[src/rtl/mem_arb_pkg.sv]
// Shared definitions for the L2 main-memory arbiter.
//   - FSM state encoding (IDLE/BUSY/RESP)
//   - side encoding (I = instruction-miss channel, D = data channel)
//   - request opcode encoding and default widths
//   - debug bundle exposing FSM state, current winner and duplicate-pulse flag
package mem_arb_pkg;

  localparam int ADDR_W_DEF       = 28;
  localparam int DATA_W_DEF       = 128;
  localparam int STARVE_LIMIT_DEF = 4;

  typedef enum logic [1:0] {
    IDLE = 2'd0,
    BUSY = 2'd1,
    RESP = 2'd2
  } arb_state_t;

  typedef enum logic {
    SIDE_I = 1'b0,
    SIDE_D = 1'b1
  } side_t;

  localparam logic OP_READ  = 1'b0;
  localparam logic OP_WRITE = 1'b1;

  typedef struct packed {
    arb_state_t state;
    side_t      win;
    logic       err_dup;
  } arb_dbg_t;

endpackage

[src/rtl/req_buffer.sv]
// One-entry request capture register for one side of the arbiter.
// Ports:
//   clk, rst        clock, asynchronous active-high reset
//   set             request pulse; captures op/addr/wdata when the entry is free
//   set_op          OP_READ / OP_WRITE
//   set_addr        block address
//   set_wdata       write data
//   clr             entry has been served
//   valid/op/addr/wdata  captured request
//   dup             pulse arrived while the entry was still occupied (dropped)
module req_buffer
  import mem_arb_pkg::*;
#(
  parameter int ADDR_W = ADDR_W_DEF,
  parameter int DATA_W = DATA_W_DEF
) (
  input  logic              clk,
  input  logic              rst,
  input  logic              set,
  input  logic              set_op,
  input  logic [ADDR_W-1:0] set_addr,
  input  logic [DATA_W-1:0] set_wdata,
  input  logic              clr,
  output logic              valid,
  output logic              op,
  output logic [ADDR_W-1:0] addr,
  output logic [DATA_W-1:0] wdata,
  output logic              dup
);

  // A pulse arriving in the same cycle the entry is served is accepted:
  // the entry is being freed at this very edge.
  always_ff @(posedge clk or posedge rst) begin
    if (rst) begin
      valid <= 1'b0;
      op    <= OP_READ;
      addr  <= '0;
      wdata <= '0;
    end else if (set && (!valid || clr)) begin
      valid <= 1'b1;
      op    <= set_op;
      addr  <= set_addr;
      wdata <= set_wdata;
    end else if (clr) begin
      valid <= 1'b0;
    end
  end

  assign dup = set && valid && !clr;

endmodule

[src/rtl/l2_mem_arbiter.sv]
// Shares one main-memory port between the L2 instruction-miss read channel (I)
// and the L2 data channel (D: refill reads and dirty write-backs).
// Request pulses are captured into one-entry buffers per side; the FSM
// (IDLE -> BUSY -> RESP) issues one block transfer at a time, holds the
// command until mem_ready, then pulses the winner's mem_ready_X for one cycle.
//
// Configuration macro: ARB_RR_EN
//   defined   : round-robin between sides via a one-bit last-grant pointer
//   undefined : fixed D-over-I priority with a starvation counter (STARVE_LIMIT)
//   In both modes a pending D write to the same address as a pending I read
//   is granted first so the read observes the written-back block.
//
// Ports:
//   clk, proc_reset                  clock, asynchronous active-high reset
//   mem_read_I, mem_addr_I           I read request pulse + address
//   mem_rdata_I, mem_ready_I         I read data, completion pulse
//   mem_read_D, mem_write_D          D request pulses (write wins if both)
//   mem_addr_D, mem_wdata_D          D address and write data
//   mem_rdata_D, mem_ready_D         D read data, completion pulse
//   mem_read, mem_write, mem_addr,
//   mem_wdata                        command to memory, stable until mem_ready
//   mem_rdata, mem_ready             memory response
//   dbg                              FSM state, current winner, dup-pulse flag
//
// Handshake: every request is a single-cycle pulse with its address/data valid
// in that cycle; the memory command is held until mem_ready is sampled high in
// BUSY, and completion back to L2 is a single-cycle mem_ready_X pulse.
module l2_mem_arbiter
  import mem_arb_pkg::*;
#(
  parameter int ADDR_W       = ADDR_W_DEF,
  parameter int DATA_W       = DATA_W_DEF,
  parameter int STARVE_LIMIT = STARVE_LIMIT_DEF
) (
  input  logic              clk,
  input  logic              proc_reset,
  input  logic              mem_read_I,
  input  logic [ADDR_W-1:0] mem_addr_I,
  output logic [DATA_W-1:0] mem_rdata_I,
  output logic              mem_ready_I,
  input  logic              mem_read_D,
  input  logic              mem_write_D,
  input  logic [ADDR_W-1:0] mem_addr_D,
  input  logic [DATA_W-1:0] mem_wdata_D,
  output logic [DATA_W-1:0] mem_rdata_D,
  output logic              mem_ready_D,
  output logic              mem_read,
  output logic              mem_write,
  output logic [ADDR_W-1:0] mem_addr,
  output logic [DATA_W-1:0] mem_wdata,
  input  logic [DATA_W-1:0] mem_rdata,
  input  logic              mem_ready,
  output arb_dbg_t          dbg
);

  arb_state_t state, state_n;
  side_t      win;
  side_t      pick;
  logic       hazard;
  logic       done;
  logic       err_dup;

  logic              i_valid, i_op, i_dup;
  logic [ADDR_W-1:0] i_addr;
  logic [DATA_W-1:0] i_wdata;
  logic              d_valid, d_op, d_dup;
  logic [ADDR_W-1:0] d_addr;
  logic [DATA_W-1:0] d_wdata;

  // Transfer completes at the edge where mem_ready is seen in BUSY.
  assign done = (state == BUSY) && mem_ready;

  req_buffer #(.ADDR_W(ADDR_W), .DATA_W(DATA_W)) u_buf_i (
    .clk       (clk),
    .rst       (proc_reset),
    .set       (mem_read_I),
    .set_op    (OP_READ),
    .set_addr  (mem_addr_I),
    .set_wdata ('0),
    .clr       (done && (win == SIDE_I)),
    .valid     (i_valid),
    .op        (i_op),
    .addr      (i_addr),
    .wdata     (i_wdata),
    .dup       (i_dup)
  );

  req_buffer #(.ADDR_W(ADDR_W), .DATA_W(DATA_W)) u_buf_d (
    .clk       (clk),
    .rst       (proc_reset),
    .set       (mem_read_D || mem_write_D),
    .set_op    (mem_write_D ? OP_WRITE : OP_READ),
    .set_addr  (mem_addr_D),
    .set_wdata (mem_wdata_D),
    .clr       (done && (win == SIDE_D)),
    .valid     (d_valid),
    .op        (d_op),
    .addr      (d_addr),
    .wdata     (d_wdata),
    .dup       (d_dup)
  );

  assign hazard = d_valid && (d_op == OP_WRITE) &&
                  i_valid && (i_op == OP_READ) && (d_addr == i_addr);

`ifdef ARB_RR_EN
  side_t last_grant;

  always_comb begin
    pick = SIDE_D;
    if (!i_valid)      pick = SIDE_D;
    else if (!d_valid) pick = SIDE_I;
    else if (hazard)   pick = SIDE_D;
    else               pick = (last_grant == SIDE_D) ? SIDE_I : SIDE_D;
  end

  // Reset value SIDE_D makes the first contested grant go to I.
  always_ff @(posedge clk or posedge proc_reset) begin
    if (proc_reset) begin
      last_grant <= SIDE_D;
    end else if (state == IDLE && (i_valid || d_valid)) begin
      last_grant <= pick;
    end
  end
`else
  localparam int CNT_W = $clog2(STARVE_LIMIT + 1);
  logic [CNT_W-1:0] starve_cnt;

  always_comb begin
    pick = SIDE_D;
    if (!i_valid)                               pick = SIDE_D;
    else if (!d_valid)                          pick = SIDE_I;
    else if (hazard)                            pick = SIDE_D;
    else if (starve_cnt >= CNT_W'(STARVE_LIMIT)) pick = SIDE_I;
    else                                        pick = SIDE_D;
  end

  // Counts D grants made while I waits; saturates at the limit.
  always_ff @(posedge clk or posedge proc_reset) begin
    if (proc_reset) begin
      starve_cnt <= '0;
    end else if (state == IDLE && (i_valid || d_valid)) begin
      if (pick == SIDE_I) begin
        starve_cnt <= '0;
      end else if (i_valid && (starve_cnt < CNT_W'(STARVE_LIMIT))) begin
        starve_cnt <= starve_cnt + CNT_W'(1);
      end
    end
  end
`endif

  always_comb begin
    state_n = state;
    case (state)
      IDLE:    if (i_valid || d_valid) state_n = BUSY;
      BUSY:    if (mem_ready)          state_n = RESP;
      RESP:    state_n = IDLE;
      default: state_n = IDLE;
    endcase
  end

  always_ff @(posedge clk or posedge proc_reset) begin
    if (proc_reset) begin
      state       <= IDLE;
      win         <= SIDE_I;
      mem_read    <= 1'b0;
      mem_write   <= 1'b0;
      mem_addr    <= '0;
      mem_wdata   <= '0;
      mem_rdata_I <= '0;
      mem_rdata_D <= '0;
      mem_ready_I <= 1'b0;
      mem_ready_D <= 1'b0;
      err_dup     <= 1'b0;
    end else begin
      state       <= state_n;
      mem_ready_I <= 1'b0;
      mem_ready_D <= 1'b0;
      err_dup     <= i_dup || d_dup;
      case (state)
        IDLE: begin
          if (i_valid || d_valid) begin
            win <= pick;
            if (pick == SIDE_D) begin
              mem_read  <= (d_op == OP_READ);
              mem_write <= (d_op == OP_WRITE);
              mem_addr  <= d_addr;
              mem_wdata <= d_wdata;
            end else begin
              mem_read  <= 1'b1;
              mem_write <= 1'b0;
              mem_addr  <= i_addr;
              mem_wdata <= i_wdata;
            end
          end
        end
        BUSY: begin
          if (mem_ready) begin
            mem_read  <= 1'b0;
            mem_write <= 1'b0;
            if (win == SIDE_I) begin
              mem_rdata_I <= mem_rdata;
              mem_ready_I <= 1'b1;
            end else begin
              // Write-backs leave the D read-data register untouched.
              if (!mem_write) mem_rdata_D <= mem_rdata;
              mem_ready_D <= 1'b1;
            end
          end
        end
        default: ;
      endcase
    end
  end

  assign dbg.state   = state;
  assign dbg.win     = win;
  assign dbg.err_dup = err_dup;

endmodule

[config.mk]
export PLATFORM = sky130hd
export DESIGN_NAME = l2_mem_arbiter
export DESIGN_NICKNAME = d
export VERILOG_FILES = /design/src/rtl/mem_arb_pkg.sv /design/src/rtl/req_buffer.sv /design/src/rtl/l2_mem_arbiter.sv
export SDC_FILE = /design/constraint.sdc
export NUM_CORES = 1
export LEC_CHECK = 0
export BUFFER_PORTS_ARGS = -buffer_cell sky130_fd_sc_hd__buf_2
export CORE_MARGIN = 2
export CORE_UTILIZATION = 29
export DETAILED_ROUTE_END_ITERATION = 10
export MAX_ROUTING_LAYER = met4
export SLEW_MARGIN = 0
export SYNTH_ARGS = -nofsm -noshare
export SYNTH_HDL_FRONTEND = slang
export SYNTH_SLANG_ARGS = --single-unit
[constraint.sdc]
create_clock -name clk -period 44.5 [get_ports clk]
set_clock_uncertainty 0.15 [all_clocks]
set_input_delay 4.45 -clock clk [delete_from_list [all_inputs] [get_ports clk]]
set_output_delay 4.45 -clock clk [all_outputs]
set_load 0.1 [all_outputs]
==> flow_metrics.py <==
metrics = {
    "run_status": {
        "outcome": "complete, no violations",
    },
    "clock_network": {
        "cts_resized": 0,
        "cts_hold_buf": 0,
        "clkTransAtPathRegs_ps": 60,
        "cts_tree": "done",
        "cts_buffers": 70,
        "clk_path_buf_depth": 3,
        "htree_levels": 3,
        "cts.sinks": 610,
        "clk_latency_ps": 610,
        "cts_root_buf": "clkbuf_16",
        "post_cts_buffers": 0,
    },
    "sta": {
        "slew_headroom": 0.203,
        "fin_crit_ps": 7370,
        "worst_pin_slew_ps": 1190,
        "tns_ps": 0,
        "slew_viol_final": 0,
        "rsz0062_at_grt": "no",
        "setup_viol": 0,
        "max_clock_freq_mhz": 136,
        "finalCritPeriodShare": 0.166,
        "hold_viol_final": 0,
    },
    "route": {
        "detailroute.via_count": 17700,
        "drcViolationCount": 0,
        "via_per_inst": 4.61,
        "first_pass_iters": 5,
        "finalWirelength_mm": 74.3,
        "wl_per_cell_um": 19.3,
        "drt-met1-wl_mm": 30.7,
        "antenna_left": 0,
        "wl_met3_mm": 5.27,
        "drt_iter0_markers": 989,
        "maxUsedRoutingLayer": "met4",
        "wl_met2_mm": 36.5,
    },
    "synth": {
        "syn_nets": 2341,
        "yosysUniqueCellTypes": 33,
        "synth_edf_count": 0,
        "synthArstFlopShare": 1.00,
        "synth.top_cells.by_count": "649 x nand2_1, 610 x dfrtp_1, 312 x mux2_2, 79 x o21ai_1, 75 x clkbuf_1",
        "synth.area.top_cells": "dfrtp_1 64%, mux2_2 15%, nand2_1 10%, o21ai_1 1.7%, clkbuf_1 1.2%",
        "syn_avg_cell_area_um2": 11.7,
        "netlist_area_mm2": 0.0237,
        "yosysWarnings": 0,
        "ys_seq_area_frac": 0.644,
        "yosysTopAreaCellShare": 0.644,
        "synth_most_common_cell": "nand2_1",
        "synthCells": 2021,
        "synth-seq-cells": 610,
        "synth.largest_area_cell": "dfrtp_1",
        "synth_flop_cell": "dfrtp_1",
    },
    "place": {
        "post_dp_cell_area_mm2": 0.0284,
        "hpwl_mm": 51.9,
        "port_buffers": 737,
        "place_congestion": 0.863,
    },
    "global_route": {
        "grt_first_pass_wirelength_mm": 114,
        "grt_max_degree": 172,
        "grt_pass1_vias": 18000,
        "grt_usage": 0.180,
        "overflow": 0,
        "grt_antenna_before_repair": 16,
    },
    "setup_path": {
        "r2r-start": "state[1]$_DFFE_PP0P_",
        "path_max_fanout": 58,
        "path_delay_family": "buffers and inverters",
        "critPathCaptureType": "flip-flop",
        "critPathSlowestCell": "buf_4",
        "cp_cell_sequence": "buf_2 > nand3b_1 > inv_1 > nand2_1 > a21oi_4 > buf_4 > buf_4 > buf_4 > mux2_2",
        "startpoint_type": "input port",
        "cpPeakStageDelay_ps": 740,
        "crit_type": "in2reg",
        "path_buf_inv": 5,
        "cpMostUsedCell": "buf_4",
        "critPathRequiredTime_ps": 44830,
        "startpoint": "mem_ready",
        "crit_arrival_ps": 7700,
    },
    "job": {
        "maxCapViolCount": 0,
    },
    "cells_and_area": {
        "drive_gt1_frac": 0.432,
        "fin_area_mm2": 0.0309,
        "layout.nets": 3043,
        "syn_to_final_growth_pct": 30.3,
    },
    "worst_hold_path": {
        "min_from": "mem_rdata_I[43]$_DFFE_PP0P_",
        "min_path_type": "reg2reg",
    },
    "die": {
        "die-area_mm2": 0.0841,
        "start_util": 0.294,
        "ios": 738,
        "fp-row-count": 104,
        "core_mm2": 0.0807,
        "die_x_um": 290,
        "die-height_um": 290,
    },
}
==> per-layer routing <==
layer  track usage  up-vias
met5             -        -
met4        0.0631        0
met3        0.0471      108
met2         0.288      597
met1         0.220     8824
li1              -     8208
==> worst register-to-register path, stage by stage, from the launching register on <==
cell and delay, ps:
dfrtp_1 430, nand3b_1 220, inv_1 150, nand2_1 190, a21oi_4 180, buf_4 530, buf_4 760, buf_4 750
mux2_2 500
==> kinds of logic (layout without fill, tap and decap cells) <==
group                      after synthesis  in the layout  share of synthesized area
muxes                                  312            312                      0.148
adders and majority gates                2              2                    0.00106
xor gates and xnor gates                28             28                     0.0103
DFF                                    610            610                      0.644
AOI/OAI and AO/OA                      202            202                     0.0497
and+or+nand+nor                        730            730                      0.122
buffers and inverters                  137            889                     0.0249
other                                    0             16                          0
==> worst paths after layout <==
path,end,slack [ps],cells past startpoint
min in group asynchronous,u_buf_d.wdata[44]$_DFFE_PP0P_,3820,2
hold reg to reg,mem_rdata_I[43]$_DFFE_PP0P_,310,2
max in group asynchronous,mem_rdata_I[47]$_DFFE_PP0P_,37280,5
hold / removal,mem_rdata_I[43]$_DFFE_PP0P_,310,2
setup reg to reg,u_buf_d.wdata[77]$_DFFE_PP0P_,40520,8
setup / recovery,u_buf_d.wdata[77]$_DFFE_PP0P_,37130,9
==> metrics by stage <==
stage | setup WS, ps | utilization | std cells | hold WS, ps
2_1_floorplan | 22820 | - | 2021 | 330
3_3_place_gp | 36420 | 0.353 | 3711 | 302
3_5_place_dp | 36410 | 0.353 | 3711 | 307
4_1_cts | 37060 | 0.382 | 3833 | 321
5_1_grt | 36800 | 0.383 | 3848 | 335
6_report | 37130 | 0.383 | 3849 | 314
==> layout by cell type, fill, tap and decap left out, types with 8 or more instances in the layout <==
cell type    n
clkinv_2     8
nand2_1    649
buf_2      737
o21ai_1     79
xnor2_1     13
diode_2     16
nand3_1     32
clkbuf_8    18
clkbuf_1    10
xor2_1      15
o211ai_1    28
nand4_1     32
o21ai_0     54
a22oi_1     29
mux2_2     312
buf_4       22
clkbuf_16   73
dfrtp_1    610
==> final cells by class <==
class	count	area, um^2
diodes	16	40.0
clock buffers	101	2110
clock inverters	21	290
fillers	8059	49800
inverters	6	32.5
multi-input cells	1274	7930
flip-flops and latches	610	15300
well taps	1060	1330
repair buffers	761	3890
==> sequential cells by signal, indices dropped and copies added, names as in the netlist <==
| signal | cells |
|---|---|
| err_dup | 1 |
| mem_addr | 28 |
| mem_rdata_D | 128 |
| mem_rdata_I | 128 |
| mem_read | 1 |
| mem_ready_D | 1 |
| mem_ready_I | 1 |
| mem_wdata | 128 |
| mem_write | 1 |
| starve_cnt | 3 |
| state | 2 |
| u_buf_d.addr | 28 |
| u_buf_d.op | 1 |
| u_buf_d.valid | 1 |
| u_buf_d.wdata | 128 |
| u_buf_i.addr | 28 |
| u_buf_i.valid | 1 |
| win | 1 |
Power is not shown: default switching activity piles up to over one toggle a cycle in this logic, so the estimate is an artifact.
